===== config.mk =====
export PLATFORM = sky130hd
export DESIGN_NAME = simd_pe_sequencer_flat
export DESIGN_NICKNAME = d
export VERILOG_FILES = /design/src/rtl/simd_pkg.sv /design/src/rtl/simd_pe_sequencer_if.sv /design/src/rtl/simd_pe_seq_pipe.sv /design/src/rtl/simd_pe_sequencer.sv /design/src/flat_wrapper.sv
export SDC_FILE = /design/constraint.sdc
export NUM_CORES = 1
export LEC_CHECK = 0
export ABC_AREA = 1
export CAP_MARGIN = 20
export CORE_AREA = 4 4 327 329
export DETAILED_ROUTE_END_ITERATION = 8
export DIE_AREA = 0 0 331 333
export MAX_ROUTING_LAYER = met4
export PLACE_DENSITY = 0.32
export SYNTH_ARGS = -nofsm -noshare
export SYNTH_HDL_FRONTEND = slang
export SYNTH_SLANG_ARGS = --single-unit
export TNS_END_PERCENT = 1

===== constraint.sdc =====
create_clock -name clk -period 2.36 [get_ports clk]
set_clock_uncertainty 0.15 [all_clocks]
set_input_delay 0.59 -clock clk [delete_from_list [all_inputs] [get_ports clk]]
set_output_delay 0.59 -clock clk [all_outputs]
set_load 0.005 [all_outputs]

===== src/rtl/simd_pkg.sv =====
// Shared types and constants for the SIMD PE sequencer.
// Contents:
//   op_e         PE operation encoding (the sequencer forwards cmd_op unchanged as pe_mode)
//   seq_state_e  sequencer FSM states
//   PE_LATENCY, MEM_RD_LATENCY, PIPE_DEPTH  fixed pipeline latencies
//   beat_t       one vector-memory beat at the default geometry
package simd_pkg;

  typedef enum logic [1:0] {
    OP_MUL = 2'b00,
    OP_SUB = 2'b01,
    OP_ADD = 2'b10
  } op_e;

  typedef enum logic [1:0] {
    StIdle  = 2'b00,
    StRun   = 2'b01,
    StDrain = 2'b10,
    StDone  = 2'b11
  } seq_state_e;

  localparam int unsigned PE_LATENCY     = 1;
  localparam int unsigned MEM_RD_LATENCY = 1;
  // In-flight tracking depth: read issue -> operand -> result.
  localparam int unsigned PIPE_DEPTH     = MEM_RD_LATENCY + PE_LATENCY;

  localparam int unsigned DEF_LANES  = 4;
  localparam int unsigned DEF_DATA_W = 32;

  typedef logic [DEF_LANES*DEF_DATA_W-1:0] beat_t;

endpackage


===== src/rtl/simd_pe_sequencer_if.sv =====
// Bus bundle between the sequencer, the instruction decoder, the dual-read
// vector memory and the PE array.
// Signal groups:
//   cmd_*          command handshake and fields from the decoder
//   rd_*           read strobe/addresses to the memory, read data back
//   pe_a/pe_b/pe_mode/pe_res  PE operands, shared mode, PE results
//   wr_*           result write-back to the memory
// Modports:
//   master  the sequencer (drives memory/PE controls, accepts commands)
//   slave   the surrounding decoder, memory and PE array
interface simd_pe_sequencer_if #(
  parameter int unsigned LANES  = 4,
  parameter int unsigned DATA_W = 32,
  parameter int unsigned ADDR_W = 8,
  parameter int unsigned LEN_W  = 8
);

  logic                      cmd_valid;
  logic                      cmd_ready;
  logic [1:0]                cmd_op;
  logic [ADDR_W-1:0]         cmd_src_a;
  logic [ADDR_W-1:0]         cmd_src_b;
  logic [ADDR_W-1:0]         cmd_dst;
  logic [LEN_W-1:0]          cmd_len;

  logic                      rd_en;
  logic [ADDR_W-1:0]         rd_addr_a;
  logic [ADDR_W-1:0]         rd_addr_b;
  logic [LANES*DATA_W-1:0]   rd_data_a;
  logic [LANES*DATA_W-1:0]   rd_data_b;

  logic [LANES*DATA_W-1:0]   pe_a;
  logic [LANES*DATA_W-1:0]   pe_b;
  logic [1:0]                pe_mode;
  logic [LANES*DATA_W-1:0]   pe_res;

  logic                      wr_en;
  logic [ADDR_W-1:0]         wr_addr;
  logic [LANES*DATA_W-1:0]   wr_data;

  modport master (
    input  cmd_valid, cmd_op, cmd_src_a, cmd_src_b, cmd_dst, cmd_len,
    input  rd_data_a, rd_data_b, pe_res,
    output cmd_ready, rd_en, rd_addr_a, rd_addr_b,
    output pe_a, pe_b, pe_mode, wr_en, wr_addr, wr_data
  );

  modport slave (
    output cmd_valid, cmd_op, cmd_src_a, cmd_src_b, cmd_dst, cmd_len,
    output rd_data_a, rd_data_b, pe_res,
    input  cmd_ready, rd_en, rd_addr_a, rd_addr_b,
    input  pe_a, pe_b, pe_mode, wr_en, wr_addr, wr_data
  );

endinterface


===== src/rtl/simd_pe_seq_pipe.sv =====
// In-flight beat tracker: a valid/address shift register that follows each
// issued read through memory and PE latency so the write strobe and address
// line up with the PE result.
// Ports:
//   clk, rst_n   clock, asynchronous active-low reset (drops in-flight beats)
//   in_valid     a read beat is issued this cycle
//   in_addr      destination address for that beat
//   feed_valid   some beat is still in a stage before the output stage
//   out_valid    beat result is on pe_res this cycle (write strobe)
//   out_addr     destination address of that beat
module simd_pe_seq_pipe #(
  parameter int unsigned DEPTH  = 2,  // must be >= 2
  parameter int unsigned ADDR_W = 8
) (
  input  logic              clk,
  input  logic              rst_n,
  input  logic              in_valid,
  input  logic [ADDR_W-1:0] in_addr,
  output logic              feed_valid,
  output logic              out_valid,
  output logic [ADDR_W-1:0] out_addr
);

  logic [DEPTH-1:0]  valid_q;
  logic [ADDR_W-1:0] addr_q [DEPTH];

  always_ff @(posedge clk or negedge rst_n) begin
    if (!rst_n) begin
      valid_q <= '0;
      for (int i = 0; i < DEPTH; i++) begin
        addr_q[i] <= '0;
      end
    end else begin
      valid_q   <= {valid_q[DEPTH-2:0], in_valid};
      addr_q[0] <= in_addr;
      for (int i = 1; i < DEPTH; i++) begin
        addr_q[i] <= addr_q[i-1];
      end
    end
  end

  assign feed_valid = |valid_q[DEPTH-2:0];
  assign out_valid  = valid_q[DEPTH-1];
  assign out_addr   = addr_q[DEPTH-1];

endmodule


===== src/rtl/simd_pe_sequencer.sv =====
// Sequences one vector instruction across LANES PE lanes: accepts a command,
// streams operand reads from the dual-read vector memory into the PEs and
// writes the results to the destination vector. pe_mode is held from the
// cycle after accept until the last write; the DRAIN/DONE bubble keeps
// instructions with different modes from overlapping in the PE.
// Ports:
//   clk, rst_n   clock, asynchronous active-low reset
//   bus          command / memory / PE bundle (master side)
//   busy         state is not IDLE
//   done         one-cycle completion pulse
//   perf_busy_cycles, perf_instr_count   saturating counters, present only
//                when SIMD_PE_SEQ_PERF_EN is defined
module simd_pe_sequencer
  import simd_pkg::*;
#(
  parameter int unsigned LANES  = 4,
  parameter int unsigned DATA_W = 32,
  parameter int unsigned ADDR_W = 8,
  parameter int unsigned LEN_W  = 8
) (
  input  logic                clk,
  input  logic                rst_n,
  simd_pe_sequencer_if.master bus,
  output logic                busy,
  output logic                done
`ifdef SIMD_PE_SEQ_PERF_EN
  ,
  output logic [31:0]         perf_busy_cycles,
  output logic [31:0]         perf_instr_count
`endif
);

  localparam int unsigned BEAT_W = LANES * DATA_W;

  seq_state_e        state_q, state_d;
  logic [1:0]        mode_q, mode_d;
  logic              rd_en_q, rd_en_d;
  logic [ADDR_W-1:0] rd_addr_a_q, rd_addr_a_d;
  logic [ADDR_W-1:0] rd_addr_b_q, rd_addr_b_d;
  logic [ADDR_W-1:0] wr_ptr_q, wr_ptr_d;
  logic [LEN_W-1:0]  remain_q, remain_d;  // beats left after the current one

  logic              pipe_feed_valid;
  logic              pipe_out_valid;
  logic [ADDR_W-1:0] pipe_out_addr;

  logic [BEAT_W-1:0] opnd_a, opnd_b, result;

  always_ff @(posedge clk or negedge rst_n) begin
    if (!rst_n) begin
      state_q <= StIdle;
    end else begin
      state_q <= state_d;
    end
  end

  always_ff @(posedge clk or negedge rst_n) begin
    if (!rst_n) begin
      mode_q      <= '0;
      rd_en_q     <= 1'b0;
      rd_addr_a_q <= '0;
      rd_addr_b_q <= '0;
      wr_ptr_q    <= '0;
      remain_q    <= '0;
    end else begin
      mode_q      <= mode_d;
      rd_en_q     <= rd_en_d;
      rd_addr_a_q <= rd_addr_a_d;
      rd_addr_b_q <= rd_addr_b_d;
      wr_ptr_q    <= wr_ptr_d;
      remain_q    <= remain_d;
    end
  end

  always_comb begin
    state_d     = state_q;
    mode_d      = mode_q;
    rd_en_d     = 1'b0;
    rd_addr_a_d = rd_addr_a_q;
    rd_addr_b_d = rd_addr_b_q;
    wr_ptr_d    = wr_ptr_q;
    remain_d    = remain_q;

    unique case (state_q)
      StIdle: begin
        if (bus.cmd_valid) begin
          mode_d      = bus.cmd_op;
          rd_addr_a_d = bus.cmd_src_a;
          rd_addr_b_d = bus.cmd_src_b;
          wr_ptr_d    = bus.cmd_dst;
          remain_d    = bus.cmd_len - LEN_W'(1);
          if (bus.cmd_len != '0) begin
            rd_en_d = 1'b1;
            state_d = StRun;
          end else begin
            state_d = StDone;
          end
        end
      end
      StRun: begin
        // wr_ptr_q travels with the beat read this cycle.
        wr_ptr_d = wr_ptr_q + ADDR_W'(1);
        if (remain_q == '0) begin
          state_d = StDrain;
        end else begin
          rd_en_d     = 1'b1;
          remain_d    = remain_q - LEN_W'(1);
          rd_addr_a_d = rd_addr_a_q + ADDR_W'(1);
          rd_addr_b_d = rd_addr_b_q + ADDR_W'(1);
        end
      end
      StDrain: begin
        // Once only the output stage holds a beat, this cycle is the last write.
        if (!pipe_feed_valid) begin
          state_d = StDone;
        end
      end
      StDone: begin
        state_d = StIdle;
      end
      default: begin
        state_d = StIdle;
      end
    endcase
  end

  simd_pe_seq_pipe #(
    .DEPTH  (PIPE_DEPTH),
    .ADDR_W (ADDR_W)
  ) u_pipe (
    .clk        (clk),
    .rst_n      (rst_n),
    .in_valid   (rd_en_q),
    .in_addr    (wr_ptr_q),
    .feed_valid (pipe_feed_valid),
    .out_valid  (pipe_out_valid),
    .out_addr   (pipe_out_addr)
  );

  assign opnd_a = bus.rd_data_a;
  assign opnd_b = bus.rd_data_b;
  assign result = bus.pe_res;

  assign bus.cmd_ready = (state_q == StIdle);
  assign bus.rd_en     = rd_en_q;
  assign bus.rd_addr_a = rd_addr_a_q;
  assign bus.rd_addr_b = rd_addr_b_q;
  assign bus.pe_a      = opnd_a;
  assign bus.pe_b      = opnd_b;
  assign bus.pe_mode   = mode_q;
  assign bus.wr_en     = pipe_out_valid;
  assign bus.wr_addr   = pipe_out_addr;
  assign bus.wr_data   = result;

  assign busy = (state_q != StIdle);
  assign done = (state_q == StDone);

`ifdef SIMD_PE_SEQ_PERF_EN
  logic [31:0] perf_busy_q, perf_instr_q;

  always_ff @(posedge clk or negedge rst_n) begin
    if (!rst_n) begin
      perf_busy_q  <= '0;
      perf_instr_q <= '0;
    end else begin
      if (busy && (perf_busy_q != '1)) begin
        perf_busy_q <= perf_busy_q + 32'd1;
      end
      if (done && (perf_instr_q != '1)) begin
        perf_instr_q <= perf_instr_q + 32'd1;
      end
    end
  end

  assign perf_busy_cycles = perf_busy_q;
  assign perf_instr_count = perf_instr_q;
`endif

endmodule


===== src/flat_wrapper.sv =====
// flat-port wrapper written by rule: the top's interface ports become plain ports
module simd_pe_sequencer_flat import simd_pkg::*;
#(
  parameter int unsigned LANES  = 4,
  parameter int unsigned DATA_W = 32,
  parameter int unsigned ADDR_W = 8,
  parameter int unsigned LEN_W  = 8
)
  (clk, rst_n, busy, done, bus_cmd_valid, bus_cmd_op, bus_cmd_src_a, bus_cmd_src_b, bus_cmd_dst, bus_cmd_len, bus_rd_data_a, bus_rd_data_b, bus_pe_res, bus_cmd_ready, bus_rd_en, bus_rd_addr_a, bus_rd_addr_b, bus_pe_a, bus_pe_b, bus_pe_mode, bus_wr_en, bus_wr_addr, bus_wr_data);
  simd_pe_sequencer_if #(.LANES(LANES), .DATA_W(DATA_W), .ADDR_W(ADDR_W), .LEN_W(LEN_W)) bus_i ();
  input  logic clk;
  input  logic rst_n;
  output logic busy;
  output logic done;
  input wire logic [$bits(bus_i.cmd_valid)-1:0] bus_cmd_valid;
  input wire logic [$bits(bus_i.cmd_op)-1:0] bus_cmd_op;
  input wire logic [$bits(bus_i.cmd_src_a)-1:0] bus_cmd_src_a;
  input wire logic [$bits(bus_i.cmd_src_b)-1:0] bus_cmd_src_b;
  input wire logic [$bits(bus_i.cmd_dst)-1:0] bus_cmd_dst;
  input wire logic [$bits(bus_i.cmd_len)-1:0] bus_cmd_len;
  input wire logic [$bits(bus_i.rd_data_a)-1:0] bus_rd_data_a;
  input wire logic [$bits(bus_i.rd_data_b)-1:0] bus_rd_data_b;
  input wire logic [$bits(bus_i.pe_res)-1:0] bus_pe_res;
  output wire logic [$bits(bus_i.cmd_ready)-1:0] bus_cmd_ready;
  output wire logic [$bits(bus_i.rd_en)-1:0] bus_rd_en;
  output wire logic [$bits(bus_i.rd_addr_a)-1:0] bus_rd_addr_a;
  output wire logic [$bits(bus_i.rd_addr_b)-1:0] bus_rd_addr_b;
  output wire logic [$bits(bus_i.pe_a)-1:0] bus_pe_a;
  output wire logic [$bits(bus_i.pe_b)-1:0] bus_pe_b;
  output wire logic [$bits(bus_i.pe_mode)-1:0] bus_pe_mode;
  output wire logic [$bits(bus_i.wr_en)-1:0] bus_wr_en;
  output wire logic [$bits(bus_i.wr_addr)-1:0] bus_wr_addr;
  output wire logic [$bits(bus_i.wr_data)-1:0] bus_wr_data;
  assign bus_i.cmd_valid = bus_cmd_valid;
  assign bus_i.cmd_op = bus_cmd_op;
  assign bus_i.cmd_src_a = bus_cmd_src_a;
  assign bus_i.cmd_src_b = bus_cmd_src_b;
  assign bus_i.cmd_dst = bus_cmd_dst;
  assign bus_i.cmd_len = bus_cmd_len;
  assign bus_i.rd_data_a = bus_rd_data_a;
  assign bus_i.rd_data_b = bus_rd_data_b;
  assign bus_i.pe_res = bus_pe_res;
  assign bus_cmd_ready = bus_i.cmd_ready;
  assign bus_rd_en = bus_i.rd_en;
  assign bus_rd_addr_a = bus_i.rd_addr_a;
  assign bus_rd_addr_b = bus_i.rd_addr_b;
  assign bus_pe_a = bus_i.pe_a;
  assign bus_pe_b = bus_i.pe_b;
  assign bus_pe_mode = bus_i.pe_mode;
  assign bus_wr_en = bus_i.wr_en;
  assign bus_wr_addr = bus_i.wr_addr;
  assign bus_wr_data = bus_i.wr_data;
  simd_pe_sequencer #(.LANES(LANES), .DATA_W(DATA_W), .ADDR_W(ADDR_W), .LEN_W(LEN_W)) u_core (.clk(clk), .rst_n(rst_n), .bus(bus_i), .busy(busy), .done(done));
endmodule

==> flow_summary_export.csv, run 1 <==
group,metric,value,unit
critical_path,cpPeakStageDelay,0.45,ns
yosys,post-synth-top-count-cell,"buf_4",
sta,hold_ws,0.0559,ns
die,die_height,333,µm
detailed_routing,wl_per_cell,14.8,µm
clock_tree,ctsHoldBuffers,0,
layout,drive_gt1_share,7.91,%
pwr,seq_power_share,31.8,%
yosys,ys_top_cells_by_area,"buf_4 (51%), dfrtp_1 (23%), nand2_1 (8.7%), nor2_1 (2.6%), inv_1 (2.5%)",
detailed_routing,via_count,3480,
yosys,synthArstFlopShare,100,%
pwr,total_power,0.00592,W
yosys,netlist_instances,773,
critical_path,regToRegSetupSlack,0.24,ns
critical_path,path_class,"reg -> out",
clock_tree,insertion_delay,0.34,ns
layout,utilization,5.35,%
critical_path,r2r-end,"u_core.remain_q[7]",
detailed_routing,drtIter0Drc,189,
sta,hold_viol,0,
pwr,netSwitchingFraction,46.1,%
yosys,yosys.cell_types.count,31,
global_routing,track_usage,4.85,%
placed_design,port_buffers,67,
layout,design_area,5540,µm²
sta,period_needed,2.27,ns
die,die_w,331,µm
flow_run,drv_cap,0,
clock_tree,cts_made_buffers,5,
pwr,leakage,1.91,nW
outcome,status,"complete, no violations",
die,dieArea,110000,µm²
sta,setup_viol,0,
worst_hold_path,hold_class,"in -> async",
yosys,synth_largest_area_cell,"buf_4",
pwr,switchingPower,0.00273,W
critical_path,cp_max_fo,3,
placed_design,place_area,5360,µm²
critical_path,reg2reg_from,"u_core.state_q[1]",
critical_path,start_kind,"flop",
placed_design,routabilityCongestion,0.688,
detailed_routing,drt-vias-per-instance,1.90,
detailed_routing,ant_nets,0,
critical_path,r2r_cells,10,
die,coreArea,103000,µm²
pwr,powerDensity,1070,nW/µm²
sta,maxSlewHeadroom,67.2,%
layout,diodes,0,
critical_path,cp_cell_sequence,"buf_4 -> ha_1 -> clkdlybuf4s50_1",
yosys,yosys_warnings,0,
critical_path,cp-startpoint,"u_core.state_q[1]",
critical_path,crit_path_end_kind,"primary output",
pwr,comb_power_share,53.3,%
yosys,seq_area_frac_synth,23.4,%
detailed_routing,drc,0,
global_routing,overflow,0,
die,row_count,118,
critical_path,slowest_stage,"clkdlybuf4s50_1",
yosys,synth_edf_count,0,
layout,syn_to_final_growth,-5.97,%
yosys,synthFlopType,"dfrtp_1",
global_routing,antenna_found_initial,6,
yosys,synth_top_area_share,50.6,%
clock_tree,cts-root-buf,"clkbuf_16",
die,io_pins,836,
critical_path,required,1.62,ns
yosys,syn_nets,1203,
detailed_routing,drt_wl_total,27100,µm
sta,fmax,0.440,GHz
pwr,p_clk_share,14.9,%
yosys,synth_common_cells,"buf_4 (397), nand2_1 (137), dfrtp_1 (55)",
critical_path,critPathArrivalTime,1.53,ns
die,initial_core_util,5.69,%
sta,slew_violations,0,
sta,tns,0,ns
global_routing,grt_max_degree,40,
layout,final_nets,884,
global_routing,grt_first_pass_wirelength,34400,µm
placed_design,dpl.hpwl,21700,µm
sta,finalCritPeriodShare,96.3,%
clock_tree,numClockSinks,55,
sta,tightest_slew,0.492,ns
detailed_routing,drtPass1Iterations,4,
yosys,synth-seq-cells,55,
critical_path,critical-path-top-delay-family,"buffers and inverters",
critical_path,cp.depth,3,
global_routing,grt_pass1_vias,3695,
clock_tree,clk_pin_slew,0.10,ns
yosys,syn_avg_cell_area,7.62,µm²
clock_tree,cts_buffer_depth,2,
pwr,intPower,0.00320,W
pwr,ir_drop,348,µV
clock_tree,h-tree-depth,2,
critical_path,critPathBufInv,2,
yosys,syn_area,5890,µm²
clock_tree,cts_tree,"done",
sta,rsz0062_at_grt,"false",
critical_path,endpoint,"done",
-- sequential cells by signal, summed over array words and instances, names as in the netlist --
| signal | flops |
|---|---|
| u_core.u_pipe.out_addr | 8 |
| u_core.bus.pe_mode | 2 |
| u_core.wr_ptr_q | 8 |
| u_core.remain_q | 8 |
| u_core.u_pipe.valid_q | 2 |
| u_core.u_pipe.addr_q | 8 |
| u_core.bus.rd_addr_b | 8 |
| u_core.bus.rd_addr_a | 8 |
| u_core.state_q | 2 |
| u_core.bus.rd_en | 1 |
-- routing by layer --
layer / vias up / part of all wire [%] / GRT usage, %
li1: 1339 / - / -
met1: 1504 / 34 / 4.66
met2: 419 / 35 / 5.74
met3: 218 / 19 / 3.99
met4: 0 / 12 / 4.80
met5: - / 0 / -
-- power groups by stage --
| stage | logic (W) | registers [W] | clock network [W] |
|---|---|---|---|
| 3_3_place_gp | 0.00320 | 0.00193 | 0 |
| 2_1_floorplan | 0.00240 | 0.00176 | 0 |
| 5_1_grt | 0.00361 | 0.00199 | 0.00101 |
| 3_5_place_dp | 0.00322 | 0.00193 | 0 |
| 6_report | 0.00316 | 0.00188 | 0.000882 |
| 4_1_cts | 0.00329 | 0.00191 | 0.000995 |
-- layout make-up --
type	instances	area (µm²)
clock inverter	3	23.8
tap	1380	1730
timing repair buffer	78	801
multi-input combinational	274	1330
clock buffer	5	125
fill	12200	98000
sequential	55	1380
inverter	40	153
-- worst min path at each step --
stage | start | end | slack, ns | depth (start not counted)
final | rst_n | u_core.bus.rd_addr_a[4] | 0.06 | 1
after global routing | rst_n | u_core.bus.rd_addr_a[4] | 0.06 | 1
after CTS | rst_n | u_core.bus.rd_addr_a[4] | 0.04 | 1
after detailed placement | u_core.u_pipe.addr_q[8] | u_core.u_pipe.out_addr[0] | 0.19 | 0
after global placement | u_core.u_pipe.addr_q[11] | u_core.u_pipe.out_addr[3] | 0.19 | 0
after floorplan | rst_n | u_core.bus.pe_mode[0] | 0.14 | 0
-- cell families (layout without fill, tap and decap cells) --
kind of cell / count (synthesis) / in the layout / synth area share [%]
multiplexers: 3 / 3 / 0.553
XOR/XNOR: 5 / 5 / 0.744
AND/OR/NAND/NOR: 215 / 215 / 14.9
flip-flops: 55 / 55 / 23.4
adder cells (fa/ha/maj): 9 / 9 / 1.91
AO/OA/AOI/OAI: 42 / 42 / 4.21
buffers and inverters: 444 / 126 / 54.3
-- stage by stage --
step / std cells / worst slack [ns]
2_1_floorplan: 773 / 0.473
3_3_place_gp: 1825 / 0.0847
3_5_place_dp: 1825 / 0.0792
4_1_cts: 1835 / 0.00256
5_1_grt: 1835 / 0.00231
6_report: 1835 / 0.0874
-- layout by cell type, fill, tap and decap left out, drive strengths merged --
cell | synthesis | layout
mux2i | 1 | 1
mux2 | 2 | 2
o21ai | 29 | 29
o31ai | 2 | 2
buf | 403 | 12
nand2 | 139 | 139
nand4 | 8 | 8
nor2 | 43 | 43
a21oi | 6 | 6
a31oi | 1 | 1
nand3b | 2 | 2
nor3 | 1 | 1
dfrtp | 55 | 55
xor2 | 4 | 4
dlymetal6s2s | 0 | 1
nand3 | 22 | 22
o22ai | 1 | 1
clkinv | 0 | 1
clkdlybuf4s50 | 0 | 65
ha | 9 | 9
clkinvlp | 0 | 1
o21bai | 3 | 3
inv | 40 | 41
xnor2 | 1 | 1
clkbuf | 1 | 5
-- repair_timing --
| action | 4_1_cts | 5_1_grt |
|---|---|---|
| resized for setup | 2 | 4 |
| setup buffers | 2 | 0 |
| endpoints found under the hold margin | 0 | 0 |
| endpoints found under the setup margin | 2 | 5 |
Power figures use the tool's default switching activity.
==> run 2: changes to the inputs <==
--- a/config.mk
+++ b/config.mk
@@ -11,4 +11,5 @@
 export DETAILED_ROUTE_END_ITERATION = 8
 export DIE_AREA = 0 0 331 333
+export HOLD_SLACK_MARGIN = 0.03
 export MAX_ROUTING_LAYER = met4
 export PLACE_DENSITY = 0.32
--- a/constraint.sdc
+++ b/constraint.sdc
@@ -3,3 +3,3 @@
 set_input_delay 0.59 -clock clk [delete_from_list [all_inputs] [get_ports clk]]
 set_output_delay 0.59 -clock clk [all_outputs]
-set_load 0.005 [all_outputs]
+set_load 0.1 [all_outputs]
==> run 2 against run 1 <==
First-iteration DRC count decreased by 24%. Combinational power increased by 69%. Register-to-register slack about the same. Routed wire length increased by 4.2%. Non-clock buffer count increased by 3. Clock-buffer cell count unchanged. Setup slack improved by 0.15 ns. Sequential cell count unchanged. Cell count increased by 0.54%. Clock power decreased by 3.6%. Utilization increased by 0.19 points. Largest power group unchanged. Highest routed layer unchanged.
==> flow_summary_export.csv, run 2 (synthesis gave the netlist of run 1 again) <==
group,metric,value,unit
global_routing,overflow,0,
detailed_routing,drtIter0Drc,143,
worst_hold_path,hold_class,"in -> async",
sta,maxSlewHeadroom,57.5,%
global_routing,track_usage,5.01,%
clock_tree,cts-root-buf,"clkbuf_16",
detailed_routing,top_layer,"met4",
critical_path,cp_max_fo,4,
critical_path,slowest_stage,"dfrtp_1",
sta,slew_violations,0,
clock_tree,cts_made_buffers,5,
layout,mostFrequentLayoutCells,"nand2_1 (137), dfrtp_1 (55), nor2_1 (41)",
die,dieArea,110000,µm²
detailed_routing,route.met2.wl,9940,µm
critical_path,start_kind,"flop",
clock_tree,cts_buffer_depth,2,
detailed_routing,wl_met1,9480,µm
clock_tree,insertion_delay,0.33,ns
layout,final_common_cell,"nand2_1",
layout,syn_to_final_growth,-2.57,%
sta,hold_viol,0,
layout,multi_input_area,1340,µm²
critical_path,critPathArrivalTime,1.39,ns
sta,setup_viol,0,
clock_tree,cts_tree,"done",
die,coreArea,103000,µm²
die,die_w,331,µm
detailed_routing,ant_nets,0,
placed_design,dpl.hpwl,23400,µm
pwr,ir_drop,1000,µV
layout,final_nets,887,
sta,rsz0062_at_grt,"false",
global_routing,grt_first_pass_wirelength,35100,µm
flow_run,drv_cap,0,
clock_tree,clk_pin_slew,0.09,ns
critical_path,critical-path-top-delay-family,"flip-flops",
layout,ff_latch_area,1380,µm²
sta,hold_ws,0.0997,ns
placed_design,port_buffers,67,
detailed_routing,drtPass1Iterations,5,
critical_path,crit_path_end_kind,"primary output",
die,die_height,333,µm
critical_path,reg2reg_from,"u_core.state_q[1]",
critical_path,regToRegSetupSlack,0.25,ns
global_routing,grt_max_degree,26,
layout,finalNonFillerCells,1845,
critical_path,required,1.62,ns
critical_path,path_class,"reg -> out",
sta,finalCritPeriodShare,90.1,%
global_routing,antenna_found_initial,8,
detailed_routing,drc,0,
sta,fmax,0.470,GHz
critical_path,cpPeakStageDelay,0.44,ns
layout,drive_gt1_share,15.5,%
sta,layout_setup_ws,0.234,ns
critical_path,critPathBufInv,3,
pwr,leakage,2.02,nW
sta,period_needed,2.13,ns
pwr,total_power,0.00815,W
placed_design,dp_slack,0.0604,ns
layout,fill_cells,12200,
detailed_routing,drt_wl_total,28200,µm
clock_tree,h-tree-depth,2,
critical_path,r2r-end,"u_core.remain_q[6]",
detailed_routing,drt-vias-per-instance,1.89,
clock_tree,numClockSinks,55,
critical_path,cp_cell_sequence,"inv_2 -> ha_4 -> clkinvlp_4 -> buf_12",
detailed_routing,wl_per_cell,15.3,µm
detailed_routing,via_count,3483,
pwr,powerDensity,1420,nW/µm²
die,initial_core_util,5.69,%
outcome,status,"complete, no violations",
critical_path,r2r_cells,12,
die,io_pins,836,
detailed_routing,met3_length,5740,µm
sta,tightest_slew,0.637,ns
global_routing,grt_pass1_vias,3637,
die,row_count,118,
placed_design,routabilityCongestion,0.672,
placed_design,dp.cells,1828,
critical_path,cp.depth,4,
-- run 2: cell count changes in the layout (fill, tap and decap cells not counted), moves of 2 or more --
| cell | previous run | this run |
|---|---|---|
| clkdlybuf4s50_1 | 65 | 35 |
| buf_12 | 4 | 22 |
| buf_4 | 7 | 23 |
| diode_2 | 0 | 7 |
| clkinvlp_4 | 1 | 3 |
-- run 2: worst max path at each step --
stage / startpoint / slack (ns) / to
3_5_place_dp: bus_cmd_len[0] / 0.06 / u_core.remain_q[6]
6_report: u_core.state_q[1] / 0.23 / busy
2_1_floorplan: u_core.state_q[1] / -0.11 / u_core.bus.rd_addr_b[7]
4_1_cts: u_core.state_q[1] / 0.12 / u_core.remain_q[6]
5_1_grt: u_core.state_q[1] / 0.05 / u_core.bus.rd_addr_b[4]
3_3_place_gp: bus_cmd_len[0] / 0.04 / u_core.remain_q[6]
-- run 2: timing repair --
action	in CTS	in global routing
setup buffers	0	2
hold buffers	0	0
gates resized for setup	0	1
hold endpoints to repair	0	0
setup endpoints to repair	0	1
-- run 2: area by class of cell --
type	instances	area share (%)
clock buffer	5	2.18
timing repair buffer	81	16.9
inverter	40	2.79
clock inverter	3	0.414
tap	1380	30.1
sequential	55	24.0
multi-input combinational	274	23.3
antenna	7	0.305
-- run 2: through the flow --
stage / TNS (ns) / util [%] / cell area, µm²
after floorplan: -1.90 / - / 5910
after global placement: 0 / 5.35 / 5540
after detailed placement: 0 / 5.35 / 5540
after CTS: 0 / 5.49 / 5690
after global routing: 0 / 5.53 / 5730
final: 0 / 5.54 / 5740
-- run 2: where the power goes --
group | leakage, nW | switching, W | internal [W]
clock network | 0.0718 | 0.000447 | 0.000403
logic | 1.29 | 0.00370 | 0.00164
registers | 0.659 | 0.000534 | 0.00143
total | 2.02 | 0.00468 | 0.00347
-- run 2: per-layer routing --
metal / global-route usage, % / vias to the layer above
li1: - / 1359
met1: 4.66 / 1495
met2: 5.93 / 417
met3: 4.61 / 212
met4: 4.61 / 0
met5: - / -
